==> config.mk <==
export PLATFORM = sky130hd
export DESIGN_NAME = ram_arbiter
export DESIGN_NICKNAME = d
export VERILOG_FILES = /design/src/rtl/ram_arb_pkg.sv /design/src/rtl/arb_hold_counter.sv /design/src/rtl/ram_arbiter.sv
export SDC_FILE = /design/constraint.sdc
export NUM_CORES = 1
export LEC_CHECK = 0
export CAP_MARGIN = 20
export CELL_PAD_IN_SITES_DETAIL_PLACEMENT = 1
export CELL_PAD_IN_SITES_GLOBAL_PLACEMENT = 1
export CORE_ASPECT_RATIO = 1.5
export CORE_MARGIN = 2
export CORE_UTILIZATION = 22
export CTS_CLUSTER_DIAMETER = 30
export DETAILED_ROUTE_END_ITERATION = 6
export PLACE_DENSITY = 0.81
export SYNTH_ARGS = -nofsm -noshare
export SYNTH_HDL_FRONTEND = slang
export SYNTH_SLANG_ARGS = --single-unit
==> constraint.sdc <==
create_clock -name clk -period 2.25 [get_ports clk]
set_input_delay 0.3375 -clock clk [delete_from_list [all_inputs] [get_ports clk]]
set_output_delay 0.3375 -clock clk [all_outputs]
set_load 0.01 [all_outputs]
==> src/rtl/ram_arb_pkg.sv <==
// ram_arb_pkg: shared defaults, FSM state and requester-id types for the
// RAM arbiter. Optional feature macro used by ram_arbiter: ARB_ROUND_ROBIN_EN.
package ram_arb_pkg;

  localparam int DEFAULT_WORD_SIZE    = 8;
  localparam int DEFAULT_ADDRESS_SIZE = 5;
  localparam int DEFAULT_MAX_HOLD     = 16;

  // Ownership FSM; the grants are decoded straight from this register.
  typedef enum logic [1:0] {
    IDLE    = 2'd0,
    OWN_LD  = 2'd1,
    OWN_CPU = 2'd2
  } arb_state_t;

  // Identifies one of the two requesters (loader or CPU).
  typedef enum logic {
    REQ_LD  = 1'b0,
    REQ_CPU = 1'b1
  } req_id_t;

  // The requester that is not the given one.
  function automatic req_id_t other_requester(input req_id_t id);
    return (id == REQ_LD) ? REQ_CPU : REQ_LD;
  endfunction

  // Width of a counter that must reach max_hold-1 (at least one bit).
  function automatic int hold_count_width(input int max_hold);
    return (max_hold > 2) ? $clog2(max_hold) : 1;
  endfunction

endpackage

==> src/rtl/arb_hold_counter.sv <==
// arb_hold_counter: counts cycles an owner keeps the RAM while the other
// requester waits, saturating at MAX_HOLD-1, and flags expiry of the hold
// budget. MAX_HOLD of 0 disables expiry entirely.
module arb_hold_counter
  import ram_arb_pkg::*;
#(
  parameter int MAX_HOLD = DEFAULT_MAX_HOLD
) (
  input  logic clk,
  input  logic reset,
  input  logic clear,
  input  logic count_en,
  output logic expired
);

  localparam int CW      = hold_count_width(MAX_HOLD);
  localparam int SAT_INT = (MAX_HOLD == 0) ? ((2 ** CW) - 1) : (MAX_HOLD - 1);
  localparam logic [CW-1:0] SAT = SAT_INT[CW-1:0];

  logic [CW-1:0] count;

  // Saturating wait counter, cleared whenever the arbiter heads to IDLE.
  always_ff @(posedge clk or negedge reset) begin
    if (!reset) begin
      count <= '0;
    end else if (clear) begin
      count <= '0;
    end else if (count_en && (count != SAT)) begin
      count <= count + CW'(1);
    end
  end

  // Expiry fires during the waiting cycle in which the budget is used up.
  always_comb begin
    expired = 1'b0;
    if ((MAX_HOLD != 0) && count_en && (count == SAT)) begin
      expired = 1'b1;
    end
  end

endmodule

==> src/rtl/ram_arbiter.sv <==
// ram_arbiter: two-requester (loader / CPU) ownership arbiter for a shared
// single RAM, replacing tri-state sharing with a registered-grant mux.
// Ownership always passes through IDLE; a long hold is preempted after
// MAX_HOLD waiting cycles and the waiter is then served first.
// Optional feature: define ARB_ROUND_ROBIN_EN to resolve simultaneous
// requests in favour of the requester not served last (default build uses
// fixed loader priority).
module ram_arbiter
  import ram_arb_pkg::*;
#(
  parameter int WORD_SIZE    = DEFAULT_WORD_SIZE,
  parameter int ADDRESS_SIZE = DEFAULT_ADDRESS_SIZE,
  parameter int MAX_HOLD     = DEFAULT_MAX_HOLD
) (
  input  logic                    clk,
  input  logic                    reset,
  input  logic                    ld_req,
  input  logic                    cpu_req,
  output logic                    ld_gnt,
  output logic                    cpu_gnt,
  input  logic                    ld_w,
  input  logic [ADDRESS_SIZE-1:0] ld_waddr,
  input  logic [WORD_SIZE-1:0]    ld_wdata,
  input  logic [ADDRESS_SIZE-1:0] ld_raddr,
  input  logic                    cpu_w,
  input  logic [ADDRESS_SIZE-1:0] cpu_waddr,
  input  logic [WORD_SIZE-1:0]    cpu_wdata,
  input  logic [ADDRESS_SIZE-1:0] cpu_raddr,
  output logic                    ram_w,
  output logic [ADDRESS_SIZE-1:0] ram_waddr,
  output logic [WORD_SIZE-1:0]    ram_wdata,
  output logic [ADDRESS_SIZE-1:0] ram_raddr,
  output logic                    cpu_en,
  output logic                    preempt
);

  arb_state_t state;
  arb_state_t next_state;
  arb_state_t both_pick;

  logic    owner_req;
  logic    other_req;
  logic    hold_count_en;
  logic    hold_clear;
  logic    hold_expired;
  logic    preempt_now;
  logic    favor_valid;
  req_id_t favor_id;

`ifdef ARB_ROUND_ROBIN_EN
  req_id_t last_owner;
`endif

  // Request lines of the current owner and of the requester kept waiting.
  always_comb begin
    owner_req = 1'b0;
    other_req = 1'b0;
    case (state)
      OWN_LD: begin
        owner_req = ld_req;
        other_req = cpu_req;
      end
      OWN_CPU: begin
        owner_req = cpu_req;
        other_req = ld_req;
      end
      default: begin
        owner_req = 1'b0;
        other_req = 1'b0;
      end
    endcase
  end

  assign hold_count_en = (state != IDLE) && other_req;

  arb_hold_counter #(
    .MAX_HOLD (MAX_HOLD)
  ) u_hold_counter (
    .clk      (clk),
    .reset    (reset),
    .clear    (hold_clear),
    .count_en (hold_count_en),
    .expired  (hold_expired)
  );

  // A voluntary release in the same cycle is not a forced release.
  assign preempt_now = hold_expired && owner_req;
  assign preempt     = preempt_now;

  // Winner when both requesters ask at once from IDLE.
`ifdef ARB_ROUND_ROBIN_EN
  assign both_pick = (last_owner == REQ_LD) ? OWN_CPU : OWN_LD;
`else
  assign both_pick = OWN_LD;
`endif

  // Next-state arbitration; a pending preemption favour beats priority.
  always_comb begin
    next_state = state;
    case (state)
      IDLE: begin
        if (favor_valid && (favor_id == REQ_LD) && ld_req) begin
          next_state = OWN_LD;
        end else if (favor_valid && (favor_id == REQ_CPU) && cpu_req) begin
          next_state = OWN_CPU;
        end else if (ld_req && cpu_req) begin
          next_state = both_pick;
        end else if (ld_req) begin
          next_state = OWN_LD;
        end else if (cpu_req) begin
          next_state = OWN_CPU;
        end
      end
      OWN_LD, OWN_CPU: begin
        if (!owner_req || preempt_now) begin
          next_state = IDLE;
        end
      end
      default: begin
        next_state = IDLE;
      end
    endcase
  end

  assign hold_clear = (next_state == IDLE);

  // Ownership state register; reset drops any grant immediately.
  always_ff @(posedge clk or negedge reset) begin
    if (!reset) begin
      state <= IDLE;
    end else begin
      state <= next_state;
    end
  end

  // Remember, for the single IDLE cycle after a preemption, who was waiting.
  always_ff @(posedge clk or negedge reset) begin
    if (!reset) begin
      favor_valid <= 1'b0;
      favor_id    <= REQ_LD;
    end else begin
      favor_valid <= preempt_now;
      if (preempt_now) begin
        favor_id <= other_requester((state == OWN_LD) ? REQ_LD : REQ_CPU);
      end
    end
  end

`ifdef ARB_ROUND_ROBIN_EN
  // Track the most recently granted requester for round-robin tie breaks.
  always_ff @(posedge clk or negedge reset) begin
    if (!reset) begin
      last_owner <= REQ_CPU;
    end else if ((state == IDLE) && (next_state == OWN_LD)) begin
      last_owner <= REQ_LD;
    end else if ((state == IDLE) && (next_state == OWN_CPU)) begin
      last_owner <= REQ_CPU;
    end
  end
`endif

  assign ld_gnt  = (state == OWN_LD);
  assign cpu_gnt = (state == OWN_CPU);
  assign cpu_en  = cpu_gnt;

  // RAM port mux: the owner drives everything, IDLE drives zeros so a
  // non-owner write can never reach the RAM.
  always_comb begin
    ram_w     = 1'b0;
    ram_waddr = '0;
    ram_wdata = '0;
    ram_raddr = '0;
    case (state)
      OWN_LD: begin
        ram_w     = ld_w;
        ram_waddr = ld_waddr;
        ram_wdata = ld_wdata;
        ram_raddr = ld_raddr;
      end
      OWN_CPU: begin
        ram_w     = cpu_w;
        ram_waddr = cpu_waddr;
        ram_wdata = cpu_wdata;
        ram_raddr = cpu_raddr;
      end
      default: begin
        ram_w     = 1'b0;
        ram_waddr = '0;
        ram_wdata = '0;
        ram_raddr = '0;
      end
    endcase
  end

endmodule

==> metrics.csv <==
metric,value,unit
setup_viol,0,
crit_required,1.91,ns
place_congestion,0.7229,
final.setup_skew,0.01147,ns
syn2layout_area_growth,118.5,%
n_fill_cell,417,
synthArstFlopShare,100.0,%
dominantRegCellSynth,dfrtp_1,
hp-class,in -> async,
routed_via_density,5.244,
cts_sinks,8,
fin_crit_sh,93.00,%
worstSetupPathType,reg -> out,
ant_nets,0,
worst_pin_slew,0.4135,ns
max_stage_delay,0.38,ns
outcome,"finished, final reports clean",
clk_latency,0.24,ns
synth_edf_count,0,
grtUsageMet3,3.802,%
grt_pass1_wl,5.651,mm
critical_path.endpoint_type,output port,
instances_no_fill,213,
synth_area,804.5,µm²
grt_usage,17.98,%
dpl.cell_count,204,
cts_buffer_depth,2,
cts-hold-fix-buffers,0,
cts_made_buffers,3,
total_leakage_power,0.9491,nW
synth_area_per_cell,8.469,µm²
hold_ws,0.4012,ns
maxSlewHeadroom,72.35,%
yosysUniqueCellTypes,28,
cap_violations,0,
clkTransAtPathRegs,0.05,ns
synth_area_leaders,"dfrtp_1, a22oi_1, nor2b_1",
power_density,1050,nW/µm²
peakVddDrop,0.6787,mV
wl,3.734,mm
fin_crit,2.092,ns
overflow,0,
vias,1117,
ios,65,
ys.warnings.count,0,
worst-path-buf-inv,2,
crit_fanout,3,
grt_pass1_vias,1201,
grt_util_met2,34.81,%
drv_slew,0,
finalSetupTns,0,ns
diodes,0,
drc,0,
arrival,1.75,ns
seq_area_frac_synth,24.88,%
path_delay_family,simple AND/OR/NAND/NOR gates,
path_cells,inv_2 -> ha_4 -> nand2b_1 -> nor3_2 -> and3_1 -> dlygate4sd2_1,
fp.dieArea,4167,µm²
rsz0062_at_grt,false,
rows,26,
utilization,50.98,%
startpoint_type,flip-flop,
ys_ff_latch,8,
nets,220,
avgRoutedWirePerCell,17.53,µm
grt_max_degree,22,
cts_tree,done,
netlist.top_cell.by_area,dfrtp_1,
netlist_instances,95,
slowest_stage,dfrtp_1,
hold_viol,0,
fp.dieW,53.38,µm
firstDrtPassIters,4,
antenna_found_initial,0,
hpwl,2.762,mm
synth_nets,142,
htreeDepth,1,
die_h,78.07,µm
cts_root_buffer,clkbuf_8,
drt_iter0_markers,17,
power,1.846,mW
maxClockFrequency,477.9,MHz
start_util,23.33,%
busiest_layer,met2,
ys_top_cells_by_count,"nor2b_1, a22oi_1, dfrtp_1",
yosys.area.top_type_share,24.88,%
coreArea,3448,µm²
drive_gt1_share,16.37,%
yosysMostFrequentCell,nor2b_1,
portBuffers,64,
grtUsageMet1,17.76,%
## cell usage in the layout, fill, tap and decap left out, types with 4 or more instances in the layout
| cell | n |
|---|---|
| nor2_1 | 6 |
| nor2b_1 | 21 |
| dlygate4sd2_1 | 4 |
| dlymetal6s2s_1 | 16 |
| clkdlybuf4s50_1 | 44 |
| buf_4 | 12 |
| a22oi_1 | 19 |
| nand2_1 | 4 |
| dfrtp_1 | 7 |
## repair_timing
action / in CTS / in global routing
buffers inserted: 4 / 1
gates cloned: 0 / 1
pin swaps: 2 / 0
gates resized for setup: 17 / 21
endpoints found under the setup margin: 20 / 16
## per-stage QoR
stage	setup slack, ns	cell area (µm²)
after floorplan	0.1764	804.5
after global placement	0.01614	1543
after detailed placement	-0.09395	1543
after CTS	0.02235	1659
after global routing	0.08302	1758
final	0.1575	1758
## report_power, final
group / switching [mW] / internal, mW / leakage [nW] / total, mW
sequential: 0.0186 / 0.167 / 0.108 / 0.185
clock: 0.0630 / 0.117 / 0.0216 / 0.180
combinational: 0.674 / 0.807 / 0.819 / 1.48
total: 0.756 / 1.09 / 0.949 / 1.85
## registers in the layout, indices dropped and copies added, names as in the netlist
signal	cells
favor_id	1
favor_valid	1
state	2
u_hold_counter.count	4
## worst paths after layout
kind	startpoint	end	slack, ns	depth (start not counted)
max in group asynchronous	reset	state[1]$_DFF_PN0_	1.54	1
worst max register to register	state[1]$_DFF_PN0_	u_hold_counter.count[2]$_DFFE_PN0P_	0.21	8
worst min-delay path	reset	u_hold_counter.count[0]$_DFFE_PN0P_	0.40	1
min in group clk	favor_id$_DFFE_PN0P_	favor_id$_DFFE_PN0P_	0.54	1
worst min register to register	favor_id$_DFFE_PN0P_	favor_id$_DFFE_PN0P_	0.54	1
worst max-delay path	state[0]$_DFF_PN0_	preempt	0.16	6
## cell type report
cell class | instances | area [µm²] | share of cell area, %
flip-flops and latches | 8 | 201.4 | 11.46
multi-input cells | 78 | 609.3 | 34.66
clock buffers | 3 | 41.29 | 2.349
repair buffers | 80 | 845.8 | 48.11
well taps | 42 | 52.55 | 2.989
inverters | 2 | 7.507 | 0.4270
## metal layers
metal	up-vias	wire length (µm)
met5	-	0
met4	0	47
met3	6	222
met2	52	2167
met1	549	1296
li1	510	-
## kinds of logic after synthesis
logic type / Yosys count / share of synthesized area, %
simple gates: 39 / 27.06
compound gates: 31 / 31.88
buf+inv: 9 / 4.666
flops: 8 / 24.88
fa+ha+maj: 5 / 7.776
mux: 2 / 2.644
xor+xnor: 1 / 1.089
Power figures use the tool's default switching activity.
